### src/rtl/serial_subtractor_if.sv
// Operand/result handshake bundle for the bit-serial subtractor.
// master drives operands and out_ready; slave is the subtractor.
interface serial_subtractor_if #(
  parameter int WIDTH = 8
);
  logic             in_valid;
  logic             in_ready;
  logic [WIDTH-1:0] a;
  logic [WIDTH-1:0] b;
  logic             borrow_in;
  logic             out_valid;
  logic             out_ready;
  logic [WIDTH-1:0] diff;
  logic             borrow_out;
  logic             busy;

  modport master (
    output in_valid, a, b, borrow_in, out_ready,
    input  in_ready, out_valid, diff, borrow_out, busy
  );

  modport slave (
    input  in_valid, a, b, borrow_in, out_ready,
    output in_ready, out_valid, diff, borrow_out, busy
  );
endinterface

### src/rtl/serial_subtractor.sv
// Bit-serial a - b - borrow_in, one bit per clock LSB-first,
// with valid/ready handshakes on operands and result.
module serial_subtractor #(
  parameter int WIDTH = 8
) (
  input logic             clk,
  input logic             rst_n,
  serial_subtractor_if.slave bus
);
  localparam int CW = $clog2(WIDTH + 1);
  localparam logic [CW-1:0] LAST = CW'(WIDTH - 1);

  typedef enum logic [1:0] {
    IDLE,
    SHIFT,
    DONE
  } state_t;

  state_t           state;
  logic [WIDTH-1:0] a_sr;
  logic [WIDTH-1:0] b_sr;
  logic [WIDTH-1:0] res;
  logic [CW-1:0]    cnt;
  logic             br;
  logic             bout;
  logic             rdy;
  logic             vld;
  logic             bsy;
  logic             d;
  logic             br_nx;

  assign d     = a_sr[0] ^ b_sr[0] ^ br;
  assign br_nx = (~a_sr[0] & b_sr[0])
               | (~(a_sr[0] ^ b_sr[0]) & br);

  always_ff @(posedge clk or negedge rst_n) begin
    if (!rst_n) begin
      state <= IDLE;
      a_sr  <= '0;
      b_sr  <= '0;
      res   <= '0;
      cnt   <= '0;
      br    <= 1'b0;
      bout  <= 1'b0;
      rdy   <= 1'b1;
      vld   <= 1'b0;
      bsy   <= 1'b0;
    end else begin
      unique case (state)
        IDLE: begin
          if (bus.in_valid) begin
            a_sr  <= bus.a;
            b_sr  <= bus.b;
            br    <= bus.borrow_in;
            cnt   <= '0;
            state <= SHIFT;
            rdy   <= 1'b0;
            bsy   <= 1'b1;
          end
        end
        SHIFT: begin
          // Result fills from the MSB so bit 0 lands at the LSB last.
          res  <= {d, res[WIDTH-1:1]};
          a_sr <= a_sr >> 1;
          b_sr <= b_sr >> 1;
          br   <= br_nx;
          cnt  <= cnt + CW'(1);
          if (cnt == LAST) begin
            state <= DONE;
            bout  <= br_nx;
            vld   <= 1'b1;
          end
        end
        DONE: begin
          if (bus.out_ready) begin
            state <= IDLE;
            vld   <= 1'b0;
            rdy   <= 1'b1;
            bsy   <= 1'b0;
          end
        end
        default: state <= IDLE;
      endcase
    end
  end

  assign bus.in_ready   = rdy;
  assign bus.out_valid  = vld;
  assign bus.busy       = bsy;
  assign bus.diff       = res;
  assign bus.borrow_out = bout;
endmodule

### src/flat_wrapper.sv
// flat-port wrapper written by rule: the top's interface ports become plain ports
module serial_subtractor_flat 
#(
  parameter int WIDTH = 8
)
  (clk, rst_n, bus_in_valid, bus_a, bus_b, bus_borrow_in, bus_out_ready, bus_in_ready, bus_out_valid, bus_diff, bus_borrow_out, bus_busy);
  serial_subtractor_if #(.WIDTH(WIDTH)) bus_i ();
  input logic clk;
  input logic rst_n;
  input wire logic [$bits(bus_i.in_valid)-1:0] bus_in_valid;
  input wire logic [$bits(bus_i.a)-1:0] bus_a;
  input wire logic [$bits(bus_i.b)-1:0] bus_b;
  input wire logic [$bits(bus_i.borrow_in)-1:0] bus_borrow_in;
  input wire logic [$bits(bus_i.out_ready)-1:0] bus_out_ready;
  output wire logic [$bits(bus_i.in_ready)-1:0] bus_in_ready;
  output wire logic [$bits(bus_i.out_valid)-1:0] bus_out_valid;
  output wire logic [$bits(bus_i.diff)-1:0] bus_diff;
  output wire logic [$bits(bus_i.borrow_out)-1:0] bus_borrow_out;
  output wire logic [$bits(bus_i.busy)-1:0] bus_busy;
  assign bus_i.in_valid = bus_in_valid;
  assign bus_i.a = bus_a;
  assign bus_i.b = bus_b;
  assign bus_i.borrow_in = bus_borrow_in;
  assign bus_i.out_ready = bus_out_ready;
  assign bus_in_ready = bus_i.in_ready;
  assign bus_out_valid = bus_i.out_valid;
  assign bus_diff = bus_i.diff;
  assign bus_borrow_out = bus_i.borrow_out;
  assign bus_busy = bus_i.busy;
  serial_subtractor #(.WIDTH(WIDTH)) u_core (.clk(clk), .rst_n(rst_n), .bus(bus_i));
endmodule
### config.mk
export PLATFORM = sky130hd
export DESIGN_NAME = serial_subtractor_flat
export DESIGN_NICKNAME = d
export VERILOG_FILES = /design/src/rtl/serial_subtractor_if.sv /design/src/rtl/serial_subtractor.sv /design/src/flat_wrapper.sv
export SDC_FILE = /design/constraint.sdc
export NUM_CORES = 1
export LEC_CHECK = 0
export ABC_AREA = 1
export CORE_MARGIN = 5
export CORE_UTILIZATION = 54
export DETAILED_ROUTE_END_ITERATION = 7
export GPL_ROUTABILITY_DRIVEN = 0
export PLACE_DENSITY = 0.83
export SKIP_LAST_GASP = 1
export SYNTH_ARGS = -nofsm -noshare
export SYNTH_HDL_FRONTEND = slang
export SYNTH_SLANG_ARGS = --single-unit
### constraint.sdc
create_clock -name clk -period 1.85 [get_ports clk]
set_input_delay 0.37 -clock clk [delete_from_list [all_inputs] [get_ports clk]]
set_output_delay 0.37 -clock clk [all_outputs]
set_load 0.005 [all_outputs]
==> results.py <==
metrics = {
    "run_status": {
        "status": "completed",
    },
    "sta": {
        "rsz0062_at_grt": "false",
        "finalSetupViolCount": 0,
        "min_period_over_period_pct": 94.40,
        "tightest_slew_ps": 435.0,
        "hold_viol": 0,
        "maxSlewHeadroom_pct": 71.00,
        "clock.fmax_mhz": 572.6,
        "fin_setup_tns_ps": 0,
        "clock_skew_ps": 11.48,
        "drv_slew": 0,
        "min_period_ps": 1746,
    },
    "route": {
        "first_pass_iters": 4,
        "drt_drc_violations_left": 0,
        "vias": 1393,
        "wl_mm": 3.321,
        "routedWlPerCell_um": 12.16,
        "drt_iter0_drc": 58,
        "routed_via_density": 5.103,
        "postRouteAntennaNets": 0,
    },
    "worst_setup_path": {
        "cp_top_family": "flip-flops",
        "crit_required_ps": 1480,
        "cp_slowest_cell": "dfstp_2",
        "crit_type": "flop to primary output",
        "r2r_slack_ps": 440,
        "cp.arrival_ps": 1380,
        "startpoint": "u_core.bus.in_ready$_DFFE_PN1P_",
        "rr_startpoint": "u_core.state[0]$_DFFE_PN0P_",
        "end_kind": "primary output",
        "crit_buf_inv": 1,
        "cp_cell_sequence": "clkdlybuf4s50_1",
        "cp_max_fo": 2,
        "critPathLaunchType": "flop",
        "critical-path-max-stage-delay_ps": 540,
    },
    "power": {
        "p_per_area_nw_per_um2": 1530,
        "ir_drop_mv": 0.8455,
        "total_power_w": 0.003132,
        "leakage_nw": 1.052,
    },
    "clocking": {
        "clk_pin_slew_ps": 100,
        "cts_tree": "built",
        "ctsHoldBuffers": 0,
        "clockRootBuffer": "clkbuf_4",
        "htreeDepth": 2,
        "cts.path.max_buffers": 2,
        "postCtsSetupBuffers": 0,
        "clock_latency_ps": 340,
        "cts.sinks": 35,
        "cts_resized": 0,
        "numCtsBuffers": 5,
    },
    "synthesis": {
        "async_flop_share_pct": 100.0,
        "syn_area_um2": 1662,
        "ys_dominant_reg_cell": "dfrtp_1",
        "synthDistinctLibCells": 18,
        "synth_most_common_cell": "nand2_1",
        "synth_seq_cells": 35,
        "synth.net_count": 227,
        "yosys_warnings": 0,
        "avgSynthCellArea_um2": 8.145,
        "syn_inst": 204,
        "synth-edff-count": 0,
        "synth_top_area_share_pct": 51.20,
        "synth_commonest_cells": "105 x nand2_1, 34 x dfrtp_1, 21 x nand3_1",
        "synth.area.top_cells": "dfrtp_1 51%, nand2_1 24%, nand3_1 6.3%, buf_6 3.4%, o21ai_0 2.7%",
        "ys_seq_area_share_pct": 52.79,
        "yosys.area.top_type": "dfrtp_1",
    },
    "floorplan": {
        "dieArea_um2": 4286,
        "row_count": 20,
        "coreArea_um2": 3003,
        "dieHeight_um": 65.47,
        "die_w_um": 65.47,
        "io_pins": 33,
        "start_util_pct": 55.33,
    },
    "grt": {
        "grt_max_degree": 36,
        "gr-total-overflow": 0,
        "antenna_found_initial": 0,
        "grt_usage_pct": 18.54,
        "grt_pass1_wl_mm": 6.065,
        "first_global_vias": 1360,
    },
    "cells_and_area": {
        "n_antenna_cell": 0,
        "synthToLayoutAreaGrowth_pct": 23.19,
        "drive_gt1_share_pct": 7.917,
        "fillCellCount": 216,
        "layout.nets": 262,
    },
    "place": {
        "port_buffers": 32,
        "place_hpwl_mm": 2.288,
    },
    "worst_hold_path": {
        "hold_path.class": "input port to async pin",
    },
    "run": {
        "max_cap_violations": 0,
    },
}
## cells in the final DEF (no fill, tap or decap)
cell,count
nand4_1,1
nand3_1,21
dfstp_2,1
clkbuf_4,5
o21ai_4,1
inv_2,3
o21bai_1,1
nor2_1,2
nand2_4,1
nand2_1,105
dfrtp_1,34
o21ai_1,3
clkdlybuf4s50_1,32
inv_1,10
buf_4,5
clkbuf_8,2
ha_1,1
clkinvlp_4,1
xnor2_1,1
o21ai_0,9
fa_1,1
## flip-flops by register name, summed over array words and instances (netlist names)
register,flops
u_core.a_sr,8
u_core.b_sr,8
u_core.bus.diff,8
u_core.cnt,4
u_core.state,2
u_core.br,1
u_core.bus.borrow_out,1
u_core.bus.busy,1
u_core.bus.in_ready,1
u_core.bus.out_valid,1
## final cells by class
type                    instances  area [um^2]  share of cell area (%)
flip-flops and latches         35        877.1                   42.85
multi-input cells             147        649.4                   31.72
repair buffers                 37        357.8                   17.48
clock buffers                   7        65.06                   3.178
inverters                      13        48.80                   2.384
well taps                      33        41.29                   2.017
clock inverters                 1        7.507                  0.3667
## path summary, 6_finish.rpt
| path | end | cells after the start |
|---|---|---|
| max reg2reg | u_core.bus.borrow_out$_DFFE_PN0P_ | 5 |
| min | u_core.bus.out_valid$_DFFE_PN0P_ | 2 |
| min in group clk | u_core.bus.diff[0]$_DFFE_PN0P_ | 2 |
| min reg2reg | u_core.bus.diff[0]$_DFFE_PN0P_ | 2 |
| max | bus_in_ready | 1 |
| max in group asynchronous | u_core.bus.in_ready$_DFFE_PN1P_ | 2 |
## report_power, final
part,switching (W),internal (W)
combinational,0.000727,0.000592
sequential,0.000242,0.00109
clock,0.000255,0.000222
total,0.00122,0.00191
## per-layer routing
metal  GRT usage [%]  vias up  routed length [um]
li1                -      702                   -
met1           24.92      651                1597
met2           28.07       30                1501
met3           4.274       10                 156
met4           9.326        0                  65
met5               0        -                   0
## logic make-up after synthesis
family | Yosys count | synth area share (%)
flops | 35 | 52.79
compound gates | 14 | 5.045
xor+xnor | 1 | 0.5272
simple gates | 130 | 31.55
fa+ha+maj | 2 | 1.958
buf+inv | 22 | 8.133
## stage by stage
stage / hold slack, ps / setup slack, ps / instances / utilization, % / area, um^2
2_1_floorplan: 74.41 / 802.5 / 204 / - / 1662
3_3_place_gp: 459.8 / 257.3 / 265 / 65.75 / 1974
3_5_place_dp: 466.3 / 200.2 / 265 / 65.75 / 1974
4_1_cts: 443.7 / 93.30 / 273 / 68.17 / 2047
5_1_grt: 463.7 / 36.95 / 273 / 68.17 / 2047
6_report: 434.8 / 103.6 / 273 / 68.17 / 2047
Power figures use the tool's default switching activity.
